===== config.mk =====
export PLATFORM = sky130hd
export DESIGN_NAME = alu_req_arbiter_flat
export DESIGN_NICKNAME = d
export VERILOG_FILES = /design/src/rtl/alu_req_arbiter_if.sv /design/src/rtl/alu_req_arbiter.sv /design/src/flat_wrapper.sv
export SDC_FILE = /design/constraint.sdc
export NUM_CORES = 1
export LEC_CHECK = 0
export ABC_CLOCK_PERIOD_IN_PS = 1980
export CAP_MARGIN = 0
export CORE_AREA = 2 2 117 119
export CTS_CLUSTER_DIAMETER = 50
export DETAILED_ROUTE_END_ITERATION = 8
export DIE_AREA = 0 0 119 121
export DONT_BUFFER_PORTS = 1
export HOLD_SLACK_MARGIN = 0.12
export PLACE_DENSITY = 0.45
export SLEW_MARGIN = 10
export SYNTH_ARGS = -nofsm -noshare
export SYNTH_HDL_FRONTEND = slang
export SYNTH_SLANG_ARGS = --single-unit

===== constraint.sdc =====
create_clock -name clk -period 1.98 [get_ports clk]
set_input_delay 0.396 -clock clk [delete_from_list [all_inputs] [get_ports clk]]
set_output_delay 0.396 -clock clk [all_outputs]
set_load 0.05 [all_outputs]

===== src/rtl/alu_req_arbiter_if.sv =====
// Request/ALU/response bus of the shared-ALU arbiter; slave = arbiter, master = requesters + ALU + consumer.
// rsp_err exists only when ALU_ARB_ILLEGAL_OP_EN is defined.
interface alu_req_arbiter_if #(
  parameter int DATA_W = 32,
  parameter int OP_W   = 4
);
  logic [1:0]        req_valid;
  logic [1:0]        req_ready;
  logic [DATA_W-1:0] req_a0;
  logic [DATA_W-1:0] req_b0;
  logic [OP_W-1:0]   req_op0;
  logic [DATA_W-1:0] req_a1;
  logic [DATA_W-1:0] req_b1;
  logic [OP_W-1:0]   req_op1;
  logic [DATA_W-1:0] alu_a;
  logic [DATA_W-1:0] alu_b;
  logic [OP_W-1:0]   alu_op;
  logic [DATA_W-1:0] alu_result;
  logic              rsp_valid;
  logic              rsp_ready;
  logic              rsp_id;
  logic [DATA_W-1:0] rsp_data;
  logic              busy;
`ifdef ALU_ARB_ILLEGAL_OP_EN
  logic              rsp_err;
`endif

  modport slave (
    input  req_valid, req_a0, req_b0, req_op0, req_a1, req_b1, req_op1,
    output req_ready,
    output alu_a, alu_b, alu_op,
    input  alu_result,
    output rsp_valid, rsp_id, rsp_data, busy,
`ifdef ALU_ARB_ILLEGAL_OP_EN
    output rsp_err,
`endif
    input  rsp_ready
  );

  modport master (
    output req_valid, req_a0, req_b0, req_op0, req_a1, req_b1, req_op1,
    input  req_ready,
    input  alu_a, alu_b, alu_op,
    output alu_result,
    input  rsp_valid, rsp_id, rsp_data, busy,
`ifdef ALU_ARB_ILLEGAL_OP_EN
    input  rsp_err,
`endif
    output rsp_ready
  );
endinterface


===== src/rtl/alu_req_arbiter.sv =====
// Two-port round-robin arbiter/sequencer for the shared ALU: IDLE -> EXEC -> RESP, one transaction at a time.
// Optional macro ALU_ARB_ILLEGAL_OP_EN: op all-ones is answered directly with rsp_err=1, rsp_data=0.
module alu_req_arbiter #(
  parameter int DATA_W = 32,
  parameter int OP_W   = 4
) (
  input logic              clk,
  input logic              rst,
  alu_req_arbiter_if.slave bus
);

  typedef enum logic [1:0] {
    IDLE = 2'd0,
    EXEC = 2'd1,
    RESP = 2'd2
  } state_t;

  state_t            state_reg;
  logic              last_grant_reg;
  logic              cur_id_reg;
  logic [DATA_W-1:0] a_reg;
  logic [DATA_W-1:0] b_reg;
  logic [OP_W-1:0]   op_reg;
  logic [DATA_W-1:0] rsp_data_reg;
  logic              rsp_id_reg;
  logic              rsp_valid_reg;
  logic              busy_reg;
`ifdef ALU_ARB_ILLEGAL_OP_EN
  logic              rsp_err_reg;
  logic              illegal_op;
`endif

  logic [DATA_W-1:0] a_in  [2];
  logic [DATA_W-1:0] b_in  [2];
  logic [OP_W-1:0]   op_in [2];
  logic [1:0]        ready_bit;
  logic              grant;
  logic              accept;
  logic [DATA_W-1:0] sel_a;
  logic [DATA_W-1:0] sel_b;
  logic [OP_W-1:0]   sel_op;

  assign a_in[0]  = bus.req_a0;
  assign b_in[0]  = bus.req_b0;
  assign op_in[0] = bus.req_op0;
  assign a_in[1]  = bus.req_a1;
  assign b_in[1]  = bus.req_b1;
  assign op_in[1] = bus.req_op1;

  // On a tie the port that did not win last time is granted.
  always_comb begin
    grant = 1'b0;
    case (bus.req_valid)
      2'b01:   grant = 1'b0;
      2'b10:   grant = 1'b1;
      2'b11:   grant = ~last_grant_reg;
      default: grant = 1'b0;
    endcase
  end

  generate
    for (genvar gi = 0; gi < 2; gi++) begin : g_ready
      assign ready_bit[gi] = (state_reg == IDLE) && bus.req_valid[gi] && (grant == 1'(gi));
    end
  endgenerate

  assign accept = |ready_bit;
  assign sel_a  = a_in[grant];
  assign sel_b  = b_in[grant];
  assign sel_op = op_in[grant];
`ifdef ALU_ARB_ILLEGAL_OP_EN
  assign illegal_op = (sel_op == {OP_W{1'b1}});
`endif

  always_ff @(posedge clk) begin
    if (rst) begin
      state_reg      <= IDLE;
      last_grant_reg <= 1'b1;
      cur_id_reg     <= 1'b0;
      a_reg          <= '0;
      b_reg          <= '0;
      op_reg         <= '0;
      rsp_data_reg   <= '0;
      rsp_id_reg     <= 1'b0;
      rsp_valid_reg  <= 1'b0;
      busy_reg       <= 1'b0;
`ifdef ALU_ARB_ILLEGAL_OP_EN
      rsp_err_reg    <= 1'b0;
`endif
    end else begin
      case (state_reg)
        IDLE: begin
          if (accept) begin
            cur_id_reg     <= grant;
            last_grant_reg <= grant;
            busy_reg       <= 1'b1;
`ifdef ALU_ARB_ILLEGAL_OP_EN
            if (illegal_op) begin
              // Answer immediately; the ALU operand registers keep their old values.
              rsp_data_reg  <= '0;
              rsp_id_reg    <= grant;
              rsp_err_reg   <= 1'b1;
              rsp_valid_reg <= 1'b1;
              state_reg     <= RESP;
            end else begin
              a_reg       <= sel_a;
              b_reg       <= sel_b;
              op_reg      <= sel_op;
              rsp_err_reg <= 1'b0;
              state_reg   <= EXEC;
            end
`else
            a_reg     <= sel_a;
            b_reg     <= sel_b;
            op_reg    <= sel_op;
            state_reg <= EXEC;
`endif
          end
        end
        EXEC: begin
          rsp_data_reg  <= bus.alu_result;
          rsp_id_reg    <= cur_id_reg;
          rsp_valid_reg <= 1'b1;
          state_reg     <= RESP;
        end
        RESP: begin
          if (bus.rsp_ready) begin
            rsp_valid_reg <= 1'b0;
            busy_reg      <= 1'b0;
            state_reg     <= IDLE;
          end
        end
        default: begin
          rsp_valid_reg <= 1'b0;
          busy_reg      <= 1'b0;
          state_reg     <= IDLE;
        end
      endcase
    end
  end

  assign bus.req_ready = ready_bit;
  assign bus.alu_a     = a_reg;
  assign bus.alu_b     = b_reg;
  assign bus.alu_op    = op_reg;
  assign bus.rsp_valid = rsp_valid_reg;
  assign bus.rsp_id    = rsp_id_reg;
  assign bus.rsp_data  = rsp_data_reg;
  assign bus.busy      = busy_reg;
`ifdef ALU_ARB_ILLEGAL_OP_EN
  assign bus.rsp_err   = rsp_err_reg;
`endif

endmodule


===== src/flat_wrapper.sv =====
// flat-port wrapper written by rule: the top's interface ports become plain ports
module alu_req_arbiter_flat 
#(
  parameter int DATA_W = 32,
  parameter int OP_W   = 4
)
  (clk, rst, bus_req_valid, bus_req_a0, bus_req_b0, bus_req_op0, bus_req_a1, bus_req_b1, bus_req_op1, bus_req_ready, bus_alu_a, bus_alu_b, bus_alu_op, bus_alu_result, bus_rsp_valid, bus_rsp_id, bus_rsp_data, bus_busy, bus_rsp_ready);
  alu_req_arbiter_if #(.DATA_W(DATA_W), .OP_W(OP_W)) bus_i ();
  input logic clk;
  input logic rst;
  input wire logic [$bits(bus_i.req_valid)-1:0] bus_req_valid;
  input wire logic [$bits(bus_i.req_a0)-1:0] bus_req_a0;
  input wire logic [$bits(bus_i.req_b0)-1:0] bus_req_b0;
  input wire logic [$bits(bus_i.req_op0)-1:0] bus_req_op0;
  input wire logic [$bits(bus_i.req_a1)-1:0] bus_req_a1;
  input wire logic [$bits(bus_i.req_b1)-1:0] bus_req_b1;
  input wire logic [$bits(bus_i.req_op1)-1:0] bus_req_op1;
  output wire logic [$bits(bus_i.req_ready)-1:0] bus_req_ready;
  output wire logic [$bits(bus_i.alu_a)-1:0] bus_alu_a;
  output wire logic [$bits(bus_i.alu_b)-1:0] bus_alu_b;
  output wire logic [$bits(bus_i.alu_op)-1:0] bus_alu_op;
  input wire logic [$bits(bus_i.alu_result)-1:0] bus_alu_result;
  output wire logic [$bits(bus_i.rsp_valid)-1:0] bus_rsp_valid;
  output wire logic [$bits(bus_i.rsp_id)-1:0] bus_rsp_id;
  output wire logic [$bits(bus_i.rsp_data)-1:0] bus_rsp_data;
  output wire logic [$bits(bus_i.busy)-1:0] bus_busy;
  input wire logic [$bits(bus_i.rsp_ready)-1:0] bus_rsp_ready;
  assign bus_i.req_valid = bus_req_valid;
  assign bus_i.req_a0 = bus_req_a0;
  assign bus_i.req_b0 = bus_req_b0;
  assign bus_i.req_op0 = bus_req_op0;
  assign bus_i.req_a1 = bus_req_a1;
  assign bus_i.req_b1 = bus_req_b1;
  assign bus_i.req_op1 = bus_req_op1;
  assign bus_req_ready = bus_i.req_ready;
  assign bus_alu_a = bus_i.alu_a;
  assign bus_alu_b = bus_i.alu_b;
  assign bus_alu_op = bus_i.alu_op;
  assign bus_i.alu_result = bus_alu_result;
  assign bus_rsp_valid = bus_i.rsp_valid;
  assign bus_rsp_id = bus_i.rsp_id;
  assign bus_rsp_data = bus_i.rsp_data;
  assign bus_busy = bus_i.busy;
  assign bus_i.rsp_ready = bus_rsp_ready;
  alu_req_arbiter #(.DATA_W(DATA_W), .OP_W(OP_W)) u_core (.clk(clk), .rst(rst), .bus(bus_i));
endmodule

=== Word-level counts from Yosys, hierarchy flattened ===
Cells that the tools add are included.
W data, S select, Z words.

* $lt $le $gt $ge: 1
* Muxes and demuxes: 17
* Reduce and logical (&&, ||, !) cells: 10
* Equality and inequality tests: 6
* Bitwise gates (word level): 5

{| class="wikitable"
|+ Operator list
! cell !! count
|-
| $mux W32 || 6
|-
| $mux W4 || 3
|-
| $eq A2 B2 Y1 const B || 3
|-
| $pmux W1 S3 || 2
|-
| $pmux W2 S3 || 1
|-
| $reduce_and A2 Y1 || 3
|-
| $logic_and A1 B1 Y1 || 4
|-
| $mux W2 || 2
|-
| $not A1 Y1 || 4
|-
| $reduce_and A3 Y1 || 1
|-
| $eq A2 B1 Y1 const B || 1
|-
| $ge A2 B2 Y1 const B || 1
|-
| $logic_not A2 Y1 || 1
|-
| $mux W1 || 2
|-
| $ne A2 B1 Y1 const B || 1
|-
| $ne A2 B2 Y1 const B || 1
|-
| $not A1 Y2 || 1
|-
| $pmux W1 S2 || 1
|-
| $reduce_or A2 Y1 || 1
|}

* Input bits: 173
* Output and inout bits: 105
* Register bits after elaboration: 107

=== Depth between registers and ports, before layout ===
Gate-level depths: netlist of run 1.

* Depth after elaboration: 7
* Mapped depth: 7
* Depth with buffers taken out: 3

=== Worst setup path before layout of run 1 ===
No wires, ideal clock.

* Kind: input port to output port
* From: input bus_req_valid[1]
* To: output bus_req_ready[1]
* Buffers on the path: 2
* Path slack: -0.372 ns
* Arrival time: 1.956 ns
* Stages on the path: 4
* Required time: 1.584 ns
* Path through: a21bo_1 > buf_2 > buf_4 > nor3_1

* Cells in the longest elaborated chain, start to end: 3
* Elaborated cells on any way between the ends: 5
* Classes of those cells: eq/ne (2); mux (1); reduce/logical (2)

{| class="wikitable"
|+ RTL lines
! item !! line !! RTL
|-
| start, declared || flat_wrapper.sv:11 || <nowiki>input wire logic [$bits(bus_i.req_valid)-1:0] bus_req_valid;</nowiki>
|-
| $eq A2 B2 Y1 || alu_req_arbiter.sv:53 || <nowiki>case (bus.req_valid)</nowiki>
|-
| $pmux W1 S2 || alu_req_arbiter.sv:53 ||
|-
| $logic_and A1 B1 Y1 * || alu_req_arbiter.sv:63 || <nowiki>assign ready_bit[gi] = (state_reg == IDLE) && bus.req_valid[gi] && (grant == 1'(gi));</nowiki>
|-
| end, declared || flat_wrapper.sv:18 || <nowiki>output wire logic [$bits(bus_i.req_ready)-1:0] bus_req_ready;</nowiki>
|}

Every way passes the cells marked *; elsewhere a longest branch is shown, timed or not.

=== Worst setup path after layout of run 1 ===
* From: register u_core.state_reg[0]
* To: register u_core.rsp_data_reg[23], in the netlist u_core.bus.rsp_data[23]

* Cells in the longest elaborated chain, start to end: 1

{| class="wikitable"
|+ RTL lines
! item !! line !! RTL
|-
| start, declared || alu_req_arbiter.sv:18 || <nowiki>state_t state_reg;</nowiki>
|-
| start signal, assigned || alu_req_arbiter.sv:77 || <nowiki>state_reg <= IDLE;</nowiki>
|-
| start signal, assigned || alu_req_arbiter.sv:116 || <nowiki>state_reg <= EXEC;</nowiki>
|-
| start signal, assigned || alu_req_arbiter.sv:124 || <nowiki>state_reg <= RESP;</nowiki>
|-
| $eq A2 B1 Y1 || alu_req_arbiter.sv:91 || <nowiki>case (state_reg)</nowiki>
|-
| end signal, assigned || alu_req_arbiter.sv:121 || <nowiki>rsp_data_reg <= bus.alu_result;</nowiki>
|-
| end, declared || alu_req_arbiter.sv:24 || <nowiki>logic [DATA_W-1:0] rsp_data_reg;</nowiki>
|}

No other way between the ends.
A chain may end at the register's enable or synchronous reset.

==> impl_metrics.ini, run 1 <==
[route]
final_antenna_net_count = 0
vias = 3953
drt_wl_total_um = 14500
firstDrtPassIters = 4
initialDrtViolationCount = 202
via_per_inst = 5.55
wl_per_cell_um = 20.4
drc_errors = 0

[grt]
track_usage_pct = 19.8
grt_max_degree = 64
antenna_found_initial = 0
grt_pass1_wl_um = 22300
overflow = 0
grt_pass1_vias = 4071

[placed_design]
hpwl_um = 9560
dp_slack_ps = 441
routabilityCongestion = 0.736
dpl_cell_area_sq_um = 4660
dp.cells = 693
numPortBuffers = 0

[worst_hold_path]
whs_path_depth = 1
hp-class = primary input to flop
hold_end = u_core.last_grant_reg$_SDFFE_PP1P_
worstHoldStart = rst

[clock_network]
htreeDepth = 3
clk_latency_ps = 350
clockRootBuffer = clkbuf_16
clk_pin_slew_ps = 70
cts_tree = yes
postCtsSetupBuffers = 0
max-clock-path-buffers = 2
cts_buffers = 9
clock-sinks = 107

[synth]
synth-seq-cells = 107
syn-cell-area_sq_um = 4530
ys_types = 25
synthCells = 560
syn_nets = 733
yosysSeqAreaShare_pct = 47.3
syn_avg_cell_area_sq_um = 8.08
ys_warn_count = 0

[timing]
final_max_slew_viol_count = 0
setup_slack_ps = 175
max_freq_mhz = 554
tightest_slew_ps = 699
period_needed_ps = 1800
fin_skew_ps = 5.29
fin_crit_sh_pct = 91.2
rsz0062_at_grt = no
setup_viol = 0
relSlewSlack_pct = 53.2
finalHoldViolCount = 0
setup-tns-final_ps = 0

[power]
power.density_nw_per_um2 = 1160
vdd_drop_max_uv = 419
p_leak_nw = 1.80

[cells_and_area]
fin_area_sq_um = 4990
final_cell_mix = 205 x nand2_1, 107 x dfxtp_1, 103 x a21oi_1
register_area_sq_um = 2140
fillers = 1394
layout-drive-gt1-share_pct = 9.89
n_antenna_cell = 0
final_util_pct = 38.1
nNetsFinal = 706
final_cells = 712
final_common_cell = nand2_1
area_growth_syn_to_layout_pct = 10.2
multi_input_area_sq_um = 2150

[setup_path]
arrival_ps = 2090
crit_required_ps = 2270
r2r_cells = 5
regToRegEndpoint = u_core.bus.rsp_data[23]$_SDFFE_PP0P_
critPathKind = flop to flop
ff2ff_setup_slack_ps = 180
reg2reg_from = u_core.state_reg[0]$_SDFFE_PP0P_
path_max_fanout = 33
crit_path_end_kind = flop
worst_setup_path_start_kind = flop

[outcome]
status = completed

[floorplanning]
die_y_um = 121
pin_count = 278
core-area_sq_um = 13100
die_w_um = 119
row_count = 42
dieArea_sq_um = 14400
initial_core_util_pct = 34.6

[job]
maxCapViolations = 0
-- per-layer routing --
layer,wire length [um],vias to the layer above,global-route usage [%]
met1,5570,1812,21.9
li1,-,1903,-
met5,0,-,0
met3,1460,29,7.14
met2,7050,209,33.7
met4,452,0,10.1
-- per-stage QoR --
stage          power (mW)  hold slack (ps)
5_1_grt              6.06              158
2_1_floorplan        3.99              428
3_3_place_gp         4.17              432
6_report             5.79              160
3_5_place_dp         4.20              438
4_1_cts              5.86              142
-- how the worst max path moves through the flow --
stage,start,endpoint,slack (ps)
floorplan,bus_req_valid[1],bus_req_ready[1],90
global placement,bus_req_valid[1],u_core.bus.alu_a[9]$_SDFFE_PP0P_,480
detailed placement,bus_req_valid[1],u_core.bus.alu_op[0]$_SDFFE_PP0P_,440
CTS,u_core.state_reg[0]$_SDFFE_PP0P_,u_core.bus.rsp_data[26]$_SDFFE_PP0P_,100
global route,u_core.state_reg[1]$_SDFFE_PP0P_,u_core.bus.rsp_data[23]$_SDFFE_PP0P_,20
finish,u_core.state_reg[0]$_SDFFE_PP0P_,u_core.bus.rsp_data[23]$_SDFFE_PP0P_,180
-- cells by family after synthesis --
family	Yosys count	synth area share, %
AO/OA/AOI/OAI	178	28.7
buffers and inverters	59	5.72
flip-flops	107	47.3
AND/OR/NAND/NOR	216	18.3
-- cell usage after synthesis --
library cell	number	area, sq um
buf_2	8	40.0
a21bo_1	1	10.0
a21boi_2	1	11.3
clkbuf_1	45	169
and2_1	1	6.26
a21oi_1	103	515
a311oi_2	20	300
dfxtp_1	107	2140
a21boi_1	1	7.51
nor2b_1	2	12.5
or2_1	1	6.26
nand2_1	205	769
a311oi_1	48	420
o21a_1	1	7.51
o211a_1	1	10.0
buf_4	1	7.51
nor3_1	1	5.00
clkbuf_2	1	5.00
nor2_1	4	15.0
nand2b_1	1	6.26
buf_6	3	33.8
nor2_2	1	6.26
inv_1	1	3.75
a221o_1	1	10.0
o21ai_1	1	5.00
-- cell type report --
| cell class | instances | share of cell area (%) |
|---|---|---|
| repair buffers | 20 | 4.64 |
| inverters | 1 | 0.0753 |
| flip-flops and latches | 107 | 43.0 |
| well taps | 176 | 4.42 |
| multi-input cells | 394 | 43.0 |
| clock buffers | 14 | 4.89 |
-- report_power, final --
part | total (mW) | internal, mW | switching, mW | leakage [nW]
clock | 1.60 | 0.843 | 0.756 | 0.117
sequential | 3.33 | 2.38 | 0.943 | 0.884
combinational | 0.869 | 0.330 | 0.539 | 0.803
-- what timing repair did --
action	4_1_cts	5_1_grt
gates resized for setup	0	1
endpoints found under the hold margin	65	0
setup endpoints to repair	0	2
hold buffers	5	0
-- worst max-delay path, cell delays in order, from the launching register on --
cell	delay [ps]
dfxtp_1	490
nor2b_2	240
buf_6	260
nand2_1	80
a21oi_1	120
dlygate4sd3_1	550
No activity file was read; power rests on OpenSTA's default activity.
==> inputs of run 2 (changes only) <==
--- a/config.mk
+++ b/config.mk
@@ -5,7 +5,7 @@
 export SDC_FILE = /design/constraint.sdc
 export NUM_CORES = 1
 export LEC_CHECK = 0
-export ABC_CLOCK_PERIOD_IN_PS = 1980
+export ABC_CLOCK_PERIOD_IN_PS = 1700
 export CAP_MARGIN = 0
 export CORE_AREA = 2 2 117 119
 export CTS_CLUSTER_DIAMETER = 50
@@ -14,6 +14,7 @@
 export DONT_BUFFER_PORTS = 1
 export HOLD_SLACK_MARGIN = 0.12
 export PLACE_DENSITY = 0.45
+export SKIP_LAST_GASP = 1
 export SLEW_MARGIN = 10
 export SYNTH_ARGS = -nofsm -noshare
 export SYNTH_HDL_FRONTEND = slang
==> constraint.sdc (replaced) <==
create_clock -name clk -period 1.7 [get_ports clk]
set_input_delay 0.34 -clock clk [delete_from_list [all_inputs] [get_ports clk]]
set_output_delay 0.34 -clock clk [all_outputs]
set_load 0.05 [all_outputs]
==> run 2 against run 1 <==
Compared with the run above: setup slack worse by 110 ps; clock power up 28%; register-to-register slack worse by 110 ps; die area unchanged; wire length down 6.2%; utilization up 1.6 points.
==> impl_metrics.ini, run 2 (synthesis gave the netlist of run 1 again) <==
[cells_and_area]
fin_area_sq_um = 5200
multi_input_area_sq_um = 2160
n_antenna_cell = 0
final_cell_mix = 205 x nand2_1, 106 x dfxtp_1, 103 x a21oi_1
fillers = 1333
area_growth_syn_to_layout_pct = 14.8
layout-drive-gt1-share_pct = 14.0
nNetsFinal = 724
final_util_pct = 39.7
final_common_cell = nand2_1
register_area_sq_um = 2140

[route]
wl_met3_um = 1160
met1Wirelength_um = 5460
top_layer = met4
drc_errors = 0
vias = 4021
firstDrtPassIters = 7
wl_per_cell_um = 18.6
final_antenna_net_count = 0
wl_met2_um = 6770
via_per_inst = 5.49
drt_wl_total_um = 13600
initialDrtViolationCount = 215

[timing]
period_needed_ps = 1630
finalHoldViolCount = 0
setup_viol = 0
tightest_slew_ps = 591
rsz0062_at_grt = yes
fin_crit_sh_pct = 96.0
max_freq_mhz = 613
final_max_slew_viol_count = 0
relSlewSlack_pct = 60.6
fin_skew_ps = 10.9

[grt]
grt_max_degree = 107
track_usage_pct = 18.5
grt_pass1_vias = 4006
grt_pass1_wl_um = 21300
antenna_found_initial = 0
overflow = 0

[power]
p_clk_share_pct = 29.3
internal_power_mw = 4.35
p_leak_nw = 1.92
pwr-share-comb_pct = 17.3
vdd_drop_max_uv = 440
power.density_nw_per_um2 = 1340
p_sw_share_pct = 37.5
seqPwrFrac_pct = 53.4
p_switching_mw = 2.61

[placed_design]
dpl_cell_area_sq_um = 4830
hpwl_um = 9250
numPortBuffers = 0
routabilityCongestion = 0.726

[outcome]
status = completed

[clock_network]
cts_hold_buf = 4
clockRootBuffer = clkbuf_16
clk_pin_slew_ps = 70
max-clock-path-buffers = 2
htreeDepth = 3
clock-sinks = 107
cts_tree = yes
cts_buffers = 9
clk_latency_ps = 350

[worst_hold_path]
hp-class = primary input to flop
worstHoldStart = rst
whs_path_depth = 1

[setup_path]
r2r_cells = 4
critPathLaunch = u_core.state_reg[1]$_SDFFE_PP0P_
reg2reg_from = u_core.state_reg[1]$_SDFFE_PP0P_
critPathKind = flop to flop
path_max_fanout = 14
worst_setup_path_start_kind = flop
crit_path_end_kind = flop
crit_required_ps = 1930
arrival_ps = 1860

[floorplanning]
pin_count = 278
initial_core_util_pct = 34.6
die_y_um = 121
dieArea_sq_um = 14400
core-area_sq_um = 13100
die_w_um = 119
row_count = 42

[job]
maxCapViolations = 0
[run 2: cell count changes in the layout (fill, tap and decap cells not counted), sizes merged]
cell         previous run  this run
clkinv                  0         2
buf                    17        34
dlygate4sd3             3         4
clkinvlp                0         1
clkbuf                 14        13
[run 2: worst paths after layout]
path / to / slack, ps
setup / recovery: u_core.last_grant_reg$_SDFFE_PP1P_ / 70
hold / removal: u_core.bus.alu_a[5]$_SDFFE_PP0P_ / 60
setup reg to reg: u_core.last_grant_reg$_SDFFE_PP1P_ / 70
hold reg to reg: u_core.bus.rsp_id$_SDFFE_PP0P_ / 450
[run 2: area by class of cell]
| type | instances | area share (%) |
|---|---|---|
| well taps | 176 | 4.24 |
| multi-input cells | 394 | 41.6 |
| repair buffers | 38 | 7.27 |
| clock inverters | 3 | 0.409 |
| clock buffers | 13 | 5.20 |
| inverters | 1 | 0.0722 |
| flip-flops and latches | 107 | 41.2 |
[run 2: layer usage]
metal  up-vias  track usage [%]
met5         -                0
li1       1938                -
met1      1881             20.7
met4         0             7.29
met3        15             5.69
met2       187             32.7
[run 2: repair_timing]
item,in CTS,in global routing
hold endpoints to repair,105,101
pin swaps,0,1
gates cloned,0,0
setup endpoints to repair,1,3
setup buffers,0,3
resized for setup,2,2
[run 2: power groups by stage]
stage / logic [mW] / registers, mW / clock network, mW
6_report: 1.20 / 3.72 / 2.04
5_1_grt: 1.34 / 3.75 / 2.22
4_1_cts: 1.20 / 3.72 / 2.11
3_5_place_dp: 1.19 / 3.78 / 0
3_3_place_gp: 1.16 / 3.78 / 0
2_1_floorplan: 0.796 / 3.86 / 0
[run 2: metrics by stage]
step / hold WS, ps / setup WS (ps) / power (mW) / TNS [ps] / std cells
6_report: 64.3 / 68.7 / 6.96 / 0 / 732
5_1_grt: 35.8 / -6.32 / 7.30 / -12.4 / 732
4_1_cts: 42.3 / 18.8 / 7.04 / 0 / 729
3_5_place_dp: 423 / 194 / 4.96 / 0 / 709
3_3_place_gp: 422 / 240 / 4.94 / 0 / 709
2_1_floorplan: 428 / 129 / 4.65 / 0 / 560
[run 2: critical path, cell delays in order (launching register included)]
cell	delay, ps
dfxtp_1	380
nor2_4	70
buf_4	190
a221o_1	320
dlygate4sd3_1	550
==> inputs of run 3 (changes only) <==
--- a/config.mk
+++ b/config.mk
@@ -7,13 +7,13 @@
 export LEC_CHECK = 0
 export ABC_CLOCK_PERIOD_IN_PS = 1700
 export CAP_MARGIN = 0
-export CORE_AREA = 2 2 117 119
+export CORE_AREA = 2 2 106 108
 export CTS_CLUSTER_DIAMETER = 50
 export DETAILED_ROUTE_END_ITERATION = 8
-export DIE_AREA = 0 0 119 121
+export DIE_AREA = 0 0 108 110
 export DONT_BUFFER_PORTS = 1
 export HOLD_SLACK_MARGIN = 0.12
-export PLACE_DENSITY = 0.45
+export PLACE_DENSITY = 0.54
 export SKIP_LAST_GASP = 1
 export SLEW_MARGIN = 10
 export SYNTH_ARGS = -nofsm -noshare
==> constraint.sdc (replaced) <==
create_clock -name clk -period 1.7 [get_ports clk]
set_input_delay 0.255 -clock clk [delete_from_list [all_inputs] [get_ports clk]]
set_output_delay 0.255 -clock clk [all_outputs]
set_load 0.05 [all_outputs]
==> run 3 against run 2 <==
Compared with the run above: the flow now finishes with violations (hold timing); cell count rose by 0.96%; sequential power fell by 15%; first-iteration DRC count rose by 44%; critical path depth rose by 1; via count rose by 4.7%; die area fell by 17%; setup slack improved by 23 ps; clock power fell by 23%.
==> impl_metrics.ini, run 3 (synthesis gave the netlist of run 1 again) <==
[outcome]
status = complete, but fails checks
violations = hold timing

[grt]
grt_max_degree = 107
grt_pass1_wl_um = 19500
antenna_found_initial = 0
track_usage_pct = 21.0
grt_pass1_vias = 3803
overflow = 0

[clock_network]
clockRootBuffer = clkbuf_8
clk_latency_ps = 370
cts_buffers = 9
cts_tree = yes
htreeDepth = 3
clock-sinks = 107
clk_pin_slew_ps = 100
max-clock-path-buffers = 2

[placed_design]
numPortBuffers = 0
routabilityCongestion = 0.786
dpl_cell_area_sq_um = 5060
hpwl_um = 9240

[cells_and_area]
final_cell_mix = 205 x nand2_1, 104 x dfxtp_1, 103 x a21oi_1
final_common_cell = nand2_1
layout-drive-gt1-share_pct = 20.0
fin_area_sq_um = 5370
fillers = 1052
nNetsFinal = 767
n_antenna_cell = 0
area_growth_syn_to_layout_pct = 18.6

[power]
vdd_drop_max_uv = 569
p_sw_share_pct = 38.5
power.density_nw_per_um2 = 1240
p_switching_mw = 2.57
seqPwrFrac_pct = 47.7
p_leak_nw = 2.10
p_clk_share_pct = 23.5
pwr-share-comb_pct = 28.9
finalPower_mw = 6.67
internal_power_mw = 4.10

[floorplanning]
initial_core_util_pct = 42.3
core-area_sq_um = 10700
row_count = 38
dieArea_sq_um = 11900
pin_count = 278
die_y_um = 110
die_w_um = 108

[setup_path]
crit_path_end_kind = flop
critPathLaunch = u_core.state_reg[0]$_SDFFE_PP0P_
worst_setup_path_start_kind = flop
crit_required_ps = 2010
reg2reg_from = u_core.state_reg[0]$_SDFFE_PP0P_
critPathKind = flop to flop
path_max_fanout = 26
arrival_ps = 1920

[timing]
finalHoldViolCount = 27
max_freq_mhz = 622
tightest_slew_ps = 563
fin_skew_ps = 8.38
final_max_slew_viol_count = 0
setup-tns-final_ps = 0
period_needed_ps = 1610
fin_hold_ws_ps = -59.5
fin_crit_sh_pct = 94.6
relSlewSlack_pct = 62.4
rsz0062_at_grt = no
setup_viol = 0

[route]
initialDrtViolationCount = 310
final_antenna_net_count = 0
drt_wl_total_um = 13800
wl_per_cell_um = 18.7
firstDrtPassIters = 5
vias = 4211
via_per_inst = 5.70
drc_errors = 0

[job]
maxCapViolations = 0

[worst_hold_path]
worstHoldStart = rst
hp-class = primary input to flop
==> run 3: changes by cell type in the layout (fill, tap and decap cells not counted), moves of 2 or more <==
cell       previous run  this run
buf_4                26        70
clkbuf_16             9         1
clkbuf_8              3        10
buf_6                 2         0
dfxtp_1             106       104
dfxtp_2               1         3
==> run 3: final timing paths <==
check	end	slack, ps	cells after the start
hold / removal	u_core.bus.alu_a[18]$_SDFFE_PP0P_	-60	1
hold reg to reg	u_core.bus.rsp_id$_SDFFE_PP0P_	460	2
setup reg to reg	u_core.bus.busy$_SDFFE_PP0P_	90	5
setup / recovery	u_core.bus.busy$_SDFFE_PP0P_	90	5
==> run 3: what timing repair did <==
item                       in CTS  in global routing
setup endpoints to repair       0                  2
hold buffers                    4                  1
setup buffers                   0                  2
resized for setup               0                  6
hold endpoints to repair      107                103
==> run 3: power by group through the flow <==
stage	Sequential (mW)	Combinational (mW)	Clock (mW)
4_1_cts	3.18	1.90	1.62
6_report	3.18	1.93	1.57
3_5_place_dp	3.24	1.89	0
2_1_floorplan	3.85	0.794	0
5_1_grt	3.21	2.05	1.71
3_3_place_gp	3.23	1.85	0
==> run 3: layout make-up <==
type                       count  area [sq um]  area share [%]
multi-input combinational    394          2150            40.0
sequential                   107          2150            40.0
clock inverter                 4          50.0           0.933
clock buffer                  12           145            2.70
timing repair buffer          81           701            13.1
tap                          140           175            3.26
inverter                       1          3.75          0.0699
==> run 3: routing by layer <==
| layer | routed length (um) | GRT usage, % |
|---|---|---|
| met5 | 0 | 0 |
| met1 | 5320 | 24.4 |
| met4 | 271 | 9.16 |
| met3 | 1360 | 5.88 |
| met2 | 6880 | 36.3 |
==> run 3: worst max-delay path: stages (launching register included) <==
cell           delay [ps]
dfxtp_2               370
nor2_4                190
buf_12                200
nand2_1                80
a21oi_1               140
dlygate4sd3_1         570
==> run 3: metrics by stage <==
| stage | hold WS [ps] | std cells | setup WS (ps) | util, % |
|---|---|---|---|---|
| 5_1_grt | -94.2 | 739 | 18.8 | 50.2 |
| 3_3_place_gp | 334 | 715 | 300 | 47.3 |
| 2_1_floorplan | 391 | 560 | 18.7 | - |
| 6_report | -59.5 | 739 | 91.6 | 50.2 |
| 3_5_place_dp | 333 | 715 | 246 | 47.3 |
| 4_1_cts | -79.6 | 735 | 4.64 | 49.5 |
